===== src/rtl/usb_rx_pkg.sv =====
// Shared types and defaults for the USB FIFO receive front end.
package usb_rx_pkg;

  typedef enum logic [1:0] {
    IDLE    = 2'd0,
    RD_LOW  = 2'd1,
    RD_HIGH = 2'd2
  } rx_state_e;

  localparam int RD_PULSE_DEF     = 3;
  localparam int RD_GAP_DEF       = 3;
  localparam int IDLE_TIMEOUT_DEF = 255;
  localparam int MAX_LEN_DEF      = 64;

  localparam int FRAME_LEN_W   = 6;
  localparam int FRAME_LEN_MAX = (1 << FRAME_LEN_W) - 1;

  localparam logic [FRAME_LEN_W-1:0] FRAME_LEN_ONE = FRAME_LEN_W'(1);
  localparam logic [FRAME_LEN_W-1:0] FRAME_LEN_SAT = FRAME_LEN_W'(FRAME_LEN_MAX);

  function automatic logic [FRAME_LEN_W-1:0] sat_inc(input logic [FRAME_LEN_W-1:0] v);
    return (v == FRAME_LEN_SAT) ? v : v + FRAME_LEN_ONE;
  endfunction

endpackage


===== src/rtl/sync2.sv =====
// Generic two-flop synchronizer; resets to RST_VAL so an idle-high
// strobe does not look asserted while reset is released.
module sync2 #(
  parameter int               WIDTH   = 1,
  parameter logic [WIDTH-1:0] RST_VAL = '1
) (
  input  logic             clk,
  input  logic             n_rst,
  input  logic [WIDTH-1:0] async_i,
  output logic [WIDTH-1:0] sync_o
);

  logic [WIDTH-1:0] meta_q;
  logic [WIDTH-1:0] sync_q;

  for (genvar gi = 0; gi < WIDTH; gi++) begin : g_bit
    always_ff @(posedge clk or negedge n_rst) begin
      if (!n_rst) begin
        meta_q[gi] <= RST_VAL[gi];
        sync_q[gi] <= RST_VAL[gi];
      end else begin
        meta_q[gi] <= async_i[gi];
        sync_q[gi] <= meta_q[gi];
      end
    end
  end

  assign sync_o = sync_q;

endmodule


===== src/rtl/usb_fifo_rx.sv =====
// FT245-style receive front end: RXF#/RD# read handshake, one-cycle byte
// strobe, and idle-timeout framing with length and overflow reporting.
module usb_fifo_rx
  import usb_rx_pkg::*;
#(
  parameter int RD_PULSE     = RD_PULSE_DEF,
  parameter int RD_GAP       = RD_GAP_DEF,
  parameter int IDLE_TIMEOUT = IDLE_TIMEOUT_DEF,
  parameter int MAX_LEN      = MAX_LEN_DEF
) (
  input  logic                   clk,
  input  logic                   n_rst,
  input  logic                   rxf_n,
  input  logic [7:0]             usb_d,
  output logic                   rd_n,
  output logic [7:0]             d,
  output logic                   d_accepted,
  output logic                   frame_end,
  output logic [FRAME_LEN_W-1:0] frame_len,
  output logic                   overflow
);

  localparam logic [7:0] PULSE_LAST   = 8'(RD_PULSE - 1);
  localparam logic [7:0] GAP_LAST     = 8'(RD_GAP - 1);
  localparam logic [7:0] TIMEOUT_LAST = 8'(IDLE_TIMEOUT - 1);

  // Overflow threshold clamps to the saturation point of frame_len.
  localparam int OVF_AT_INT = (MAX_LEN - 1 > FRAME_LEN_MAX) ? FRAME_LEN_MAX : MAX_LEN - 1;
  localparam logic [FRAME_LEN_W-1:0] OVF_AT = FRAME_LEN_W'(OVF_AT_INT);

  logic rxf_s;

  rx_state_e state_q, state_d;
  logic [7:0] ph_cnt_q, ph_cnt_d;
  logic       rd_n_q, rd_n_d;
  logic [7:0] d_q, d_d;
  logic       d_acc_q, d_acc_d;

  logic                   in_frame_q, in_frame_d;
  logic [7:0]             idle_cnt_q, idle_cnt_d;
  logic                   frame_end_q, frame_end_d;
  logic [FRAME_LEN_W-1:0] frame_len_q, frame_len_d;
  logic                   overflow_q, overflow_d;

  sync2 #(
    .WIDTH  (1),
    .RST_VAL(1'b1)
  ) u_rxf_sync (
    .clk    (clk),
    .n_rst  (n_rst),
    .async_i(rxf_n),
    .sync_o (rxf_s)
  );

  // rd_n is registered from the next state so it is low exactly while in RD_LOW.
  always_comb begin
    state_d  = state_q;
    ph_cnt_d = ph_cnt_q;
    rd_n_d   = 1'b1;
    d_d      = d_q;
    d_acc_d  = 1'b0;
    unique case (state_q)
      IDLE: begin
        if (!rxf_s) begin
          state_d  = RD_LOW;
          ph_cnt_d = '0;
          rd_n_d   = 1'b0;
        end
      end
      RD_LOW: begin
        if (ph_cnt_q == PULSE_LAST) begin
          d_d      = usb_d;
          d_acc_d  = 1'b1;
          state_d  = RD_HIGH;
          ph_cnt_d = '0;
        end else begin
          rd_n_d   = 1'b0;
          ph_cnt_d = ph_cnt_q + 8'd1;
        end
      end
      RD_HIGH: begin
        if (ph_cnt_q == GAP_LAST) begin
          state_d  = IDLE;
          ph_cnt_d = '0;
        end else begin
          ph_cnt_d = ph_cnt_q + 8'd1;
        end
      end
      default: begin
        state_d  = IDLE;
        ph_cnt_d = '0;
      end
    endcase
  end

  always_ff @(posedge clk or negedge n_rst) begin
    if (!n_rst) begin
      state_q  <= IDLE;
      ph_cnt_q <= '0;
      rd_n_q   <= 1'b1;
      d_q      <= '0;
      d_acc_q  <= 1'b0;
    end else begin
      state_q  <= state_d;
      ph_cnt_q <= ph_cnt_d;
      rd_n_q   <= rd_n_d;
      d_q      <= d_d;
      d_acc_q  <= d_acc_d;
    end
  end

  // A strobe takes priority over a timeout landing in the same cycle.
  always_comb begin
    in_frame_d  = in_frame_q;
    idle_cnt_d  = idle_cnt_q;
    frame_end_d = 1'b0;
    frame_len_d = frame_len_q;
    overflow_d  = overflow_q;
    if (d_acc_q) begin
      in_frame_d = 1'b1;
      idle_cnt_d = '0;
      if (!in_frame_q) begin
        frame_len_d = FRAME_LEN_ONE;
        overflow_d  = 1'b0;
      end else begin
        frame_len_d = sat_inc(frame_len_q);
        if (frame_len_q >= OVF_AT) begin
          overflow_d = 1'b1;
        end
      end
    end else if (in_frame_q) begin
      if (idle_cnt_q == TIMEOUT_LAST) begin
        frame_end_d = 1'b1;
        in_frame_d  = 1'b0;
        idle_cnt_d  = '0;
      end else begin
        idle_cnt_d = idle_cnt_q + 8'd1;
      end
    end
  end

  always_ff @(posedge clk or negedge n_rst) begin
    if (!n_rst) begin
      in_frame_q  <= 1'b0;
      idle_cnt_q  <= '0;
      frame_end_q <= 1'b0;
      frame_len_q <= '0;
      overflow_q  <= 1'b0;
    end else begin
      in_frame_q  <= in_frame_d;
      idle_cnt_q  <= idle_cnt_d;
      frame_end_q <= frame_end_d;
      frame_len_q <= frame_len_d;
      overflow_q  <= overflow_d;
    end
  end

  assign rd_n       = rd_n_q;
  assign d          = d_q;
  assign d_accepted = d_acc_q;
  assign frame_end  = frame_end_q;
  assign frame_len  = frame_len_q;
  assign overflow   = overflow_q;

endmodule


===== config.mk =====
export PLATFORM = sky130hd
export DESIGN_NAME = usb_fifo_rx
export DESIGN_NICKNAME = d
export VERILOG_FILES = /design/src/rtl/usb_rx_pkg.sv /design/src/rtl/sync2.sv /design/src/rtl/usb_fifo_rx.sv
export SDC_FILE = /design/constraint.sdc
export NUM_CORES = 1
export LEC_CHECK = 0
export ABC_AREA = 1
export BUFFER_PORTS_ARGS = -buffer_cell sky130_fd_sc_hd__buf_2
export CAP_MARGIN = 20
export CORE_MARGIN = 2
export CORE_UTILIZATION = 37
export DETAILED_ROUTE_END_ITERATION = 10
export MAX_ROUTING_LAYER = met4
export PLACE_DENSITY = 0.66
export SYNTH_ARGS = -nofsm -noshare
export SYNTH_HDL_FRONTEND = slang
export SYNTH_SLANG_ARGS = --single-unit

===== constraint.sdc =====
create_clock -name clk -period 1.3 [get_ports clk]
set_input_delay 0 -clock clk [delete_from_list [all_inputs] [get_ports clk]]
set_output_delay 0 -clock clk [all_outputs]
set_load 0.005 [all_outputs]

==> results.txt <==
- The final count of hold timing violations is 0.
* Routed WL: 4.06 mm
- The critical path goes through inv_2 -> ha_2 -> nand2_2 -> nor2_4 -> buf_6 -> inv_2 -> nand2_2 -> nand2_2 -> nand2_1 -> nand2_1.
- Ant. Diodes: 0
* Global routing usage summed across all routing layers: 0.151
- 29 I/O pins were placed.
- The worst hold path belongs to the class input port to async pin.
- In this run the cell area of the synthesized design comes to 1960 sq um.
- Max-cap violation count: 0
- OpenSTA, run right after detailed placement, puts the worst setup slack at -0.0296 ns.
- Worst slack on hold paths: 0.202 ns
- Distinct cell type count of the synthesized netlist: 23
* Nature of the critical path startpoint: flop
- Post-Syn Nets: 252
- Number of antenna-violating nets in the routed design: 0
- Post-Synthesis Cells: 232
- Along the worst path, the maximum fanout reaches 3.
* Most Frequent Cell on Critical Path: nand2_2
- For this run, the number of Yosys warnings is 0.
* Area growth, synth to finish: 41.0%
* Clk root buf: clkbuf_8
- IR analysis of the VDD net gives a maximum drop of 939 uV.
- STA puts the critical path data arrival time at 1.52 ns.
- Placement Cell Area: 2300 sq um
- Entering global routing, the biggest net connects 40 pins.
* Half-perimeter wire length after placement: 2.61 mm
- After clock tree synthesis, the clock-pin slew on the worst setup and hold paths is 0.08 ns.
- The die covers 5880 sq um.
- Number of filler instances in the final layout: 495
- The first global-routing pass estimated 6.99 mm of wire.
- Cell area power density: 1830 nW/um^2
- In this run the core area contains 26 standard-cell rows.
- DRC viols: 0
- Fraction of final layout cells with drive strength greater than 1: 0.366
- Number of flip-flops and latches in the synthesized netlist: 39
* Routed WL per cell: 10.8 um
* Setup repair after global routing missed its margin: yes
- Worst reg2reg path startpoint: ph_cnt_q[0]
* Mean area per synthesized cell: 8.43 sq um
- The detailed router finished its first iteration with 67 violations.
- PnR worst setup slack: -0.0355 ns
- Number of detailed-routing iterations run before antenna repair: 4
- Peak Freq: 749 MHz
- Highest-delay cell along the critical path: dfrtp_1
- Number of vias per cell: 4.51
* Vert. Die Dim: 76.7 um
- Post-layout nets: 325
- Critical Path Max Stage Delay: 0.39 ns
- For the worst setup path, the data required time is 1.49 ns.
- DR vias: 1694
* # placed instances: 344
- TritonCTS built the clock tree.
* Initial Util: 0.383
* Antenna violations before repair: 0
* Clock sink total: 39
* Final worst clock skew: 0.00484 ns
- Core Area: 5110 sq um
- Final clock period utilization by the worst path: 1.03
- Width of the die: 76.7 um
- Status: complete, but fails checks
- Launch point of the worst path: ph_cnt_q[0]
* Share of the yosys chip area belonging to registers: 0.501
- The number of global-route vias before repair came to 1578.
* Time the final worst path needs with I/O delays and setup: 1.34 ns
* Static leakage: 0.00136 uW
* H-tree depth reported by CTS: 2
- Violated checks: setup timing
- Count of placed standard cells in the final layout, fillers left out: 376
* Gp weighted congestion: 0.803
- The max-slew violation total from the final report was 0.
* Post-route cell area: 2760 sq um
* Final setup fails: 16
- Input and output buffers added on the ports amount to 28.
- Final global-route overflow total: 0
- Later-pin clock latency in the skew report: 0.29 ns
* Max-Slew Margin vs Limit: 0.830
- Slew at the pin closest to its max-slew limit: 0.254 ns
* Type of the worst setup path: flop to flop
- Buffers inserted during clock tree synthesis total 5.
- Sequential cell area: 980 sq um
- The multi-input combinational cells in the finished layout cover a total of 993 sq um.
* Critical path capture point type: flop
- The longest clock path from root to sink contains 2 buffers.
-- synthesized netlist by cell type --
cell type   n  share of area
a21oi_1     4          0.010
a21oi_2     1         0.0045
buf_4       1         0.0038
clkinv_4    1         0.0045
dfrtp_1    36           0.46
dfstp_2     3          0.040
ha_1        9          0.058
inv_1      17          0.033
inv_2       3         0.0058
nand2_1    85           0.16
nand2_4     1         0.0058
nand3_1    14          0.036
nand3_2     1         0.0051
nand4_1     3         0.0096
nor2_1     23          0.044
nor2_2      2         0.0064
nor2_4      6          0.035
o211ai_1    1         0.0038
o21ai_0     8          0.020
o21ai_1     3         0.0077
or2_2       1         0.0032
xnor2_1     4          0.018
xor2_1      5          0.022
-- stage by stage --
stage	TNS (ns)	util	power [uW]
detailed placement	-0.105	0.451	3620
floorplan	0	-	2950
CTS	-0.0120	0.499	4760
finish	-0.223	0.540	5050
global route	-1.78	0.540	5480
global placement	0	0.451	3570
-- per-layer routing --
layer | share of wire | global-route usage | up-vias
met2 | 0.48 | 0.238 | 33
met5 | 0 | - | -
met3 | 0.038 | 0.0329 | 7
met1 | 0.47 | 0.195 | 778
li1 | - | - | 876
met4 | 0.016 | 0.0491 | 0
-- report_power, final --
| group | leakage, uW | switching, uW | internal [uW] |
|---|---|---|---|
| Clock | 0.0000581 | 445 | 572 |
| Sequential | 0.000493 | 306 | 1600 |
| Combinational | 0.000812 | 1080 | 1050 |
| Total | 0.00136 | 1830 | 3220 |
-- registers in the layout, summed over array words and instances, names as in the netlist, 2 cells and up --
name        count
ph_cnt_q        8
d               8
state_q         2
frame_len       6
idle_cnt_q      8
-- repair_timing --
item / 4_1_cts / 5_1_grt
setup buffers: 0 / 13
endpoints found under the setup margin: 14 / 31
resized for setup: 8 / 37
hold buffers: 10 / 0
pin swaps: 3 / 17
gates cloned: 1 / 0
hold endpoints to repair: 48 / 0
-- cell families after synthesis --
group | after synthesis | synth area share
buf+inv | 22 | 0.0467
flops | 39 | 0.501
fa+ha+maj | 9 | 0.0576
simple gates | 136 | 0.308
compound gates | 17 | 0.0467
xor+xnor | 9 | 0.0403
-- worst max-delay path, delay by kind of cell (launching register included) --
family / cells / cell delay [ns]
fa+ha+maj: 1 / 0.17
buf+inv: 3 / 0.23
flops: 1 / 0.39
simple gates: 6 / 0.44
-- cell usage in the layout, fill, tap and decap left out, types with 6 or more instances in the layout --
| cell | count |
|---|---|
| dlygate4sd3_1 | 10 |
| nand3_1 | 13 |
| buf_4 | 20 |
| inv_1 | 12 |
| nor2_4 | 8 |
| buf_2 | 28 |
| dfrtp_1 | 36 |
| nor2_1 | 20 |
| nand2_2 | 11 |
| inv_2 | 8 |
| buf_6 | 6 |
| nand2_1 | 74 |
-- layout make-up --
cell class                      instances  area share
Timing Repair Buffer                   66       0.181
Multi-Input combinational cell        172       0.360
Clock buffer                            5      0.0250
Clock inverter                          3      0.0159
Tap cell                               70      0.0318
Sequential cell                        39       0.355
Inverter                               21      0.0313
-- path summary, 6_finish.rpt --
kind                                endpoint  slack, ns  cells after the start
setup / recovery                  state_q[1]      -0.04                     10
hold / removal                   ph_cnt_q[5]       0.20                      3
setup reg to reg                  state_q[1]      -0.04                     10
hold reg to reg            u_rxf_sync.sync_o       0.37                      0
max in group asynchronous  u_rxf_sync.sync_o       0.85                      3
min in group clk           u_rxf_sync.meta_q       0.36                      2
(Power assumes the default switching activity.)
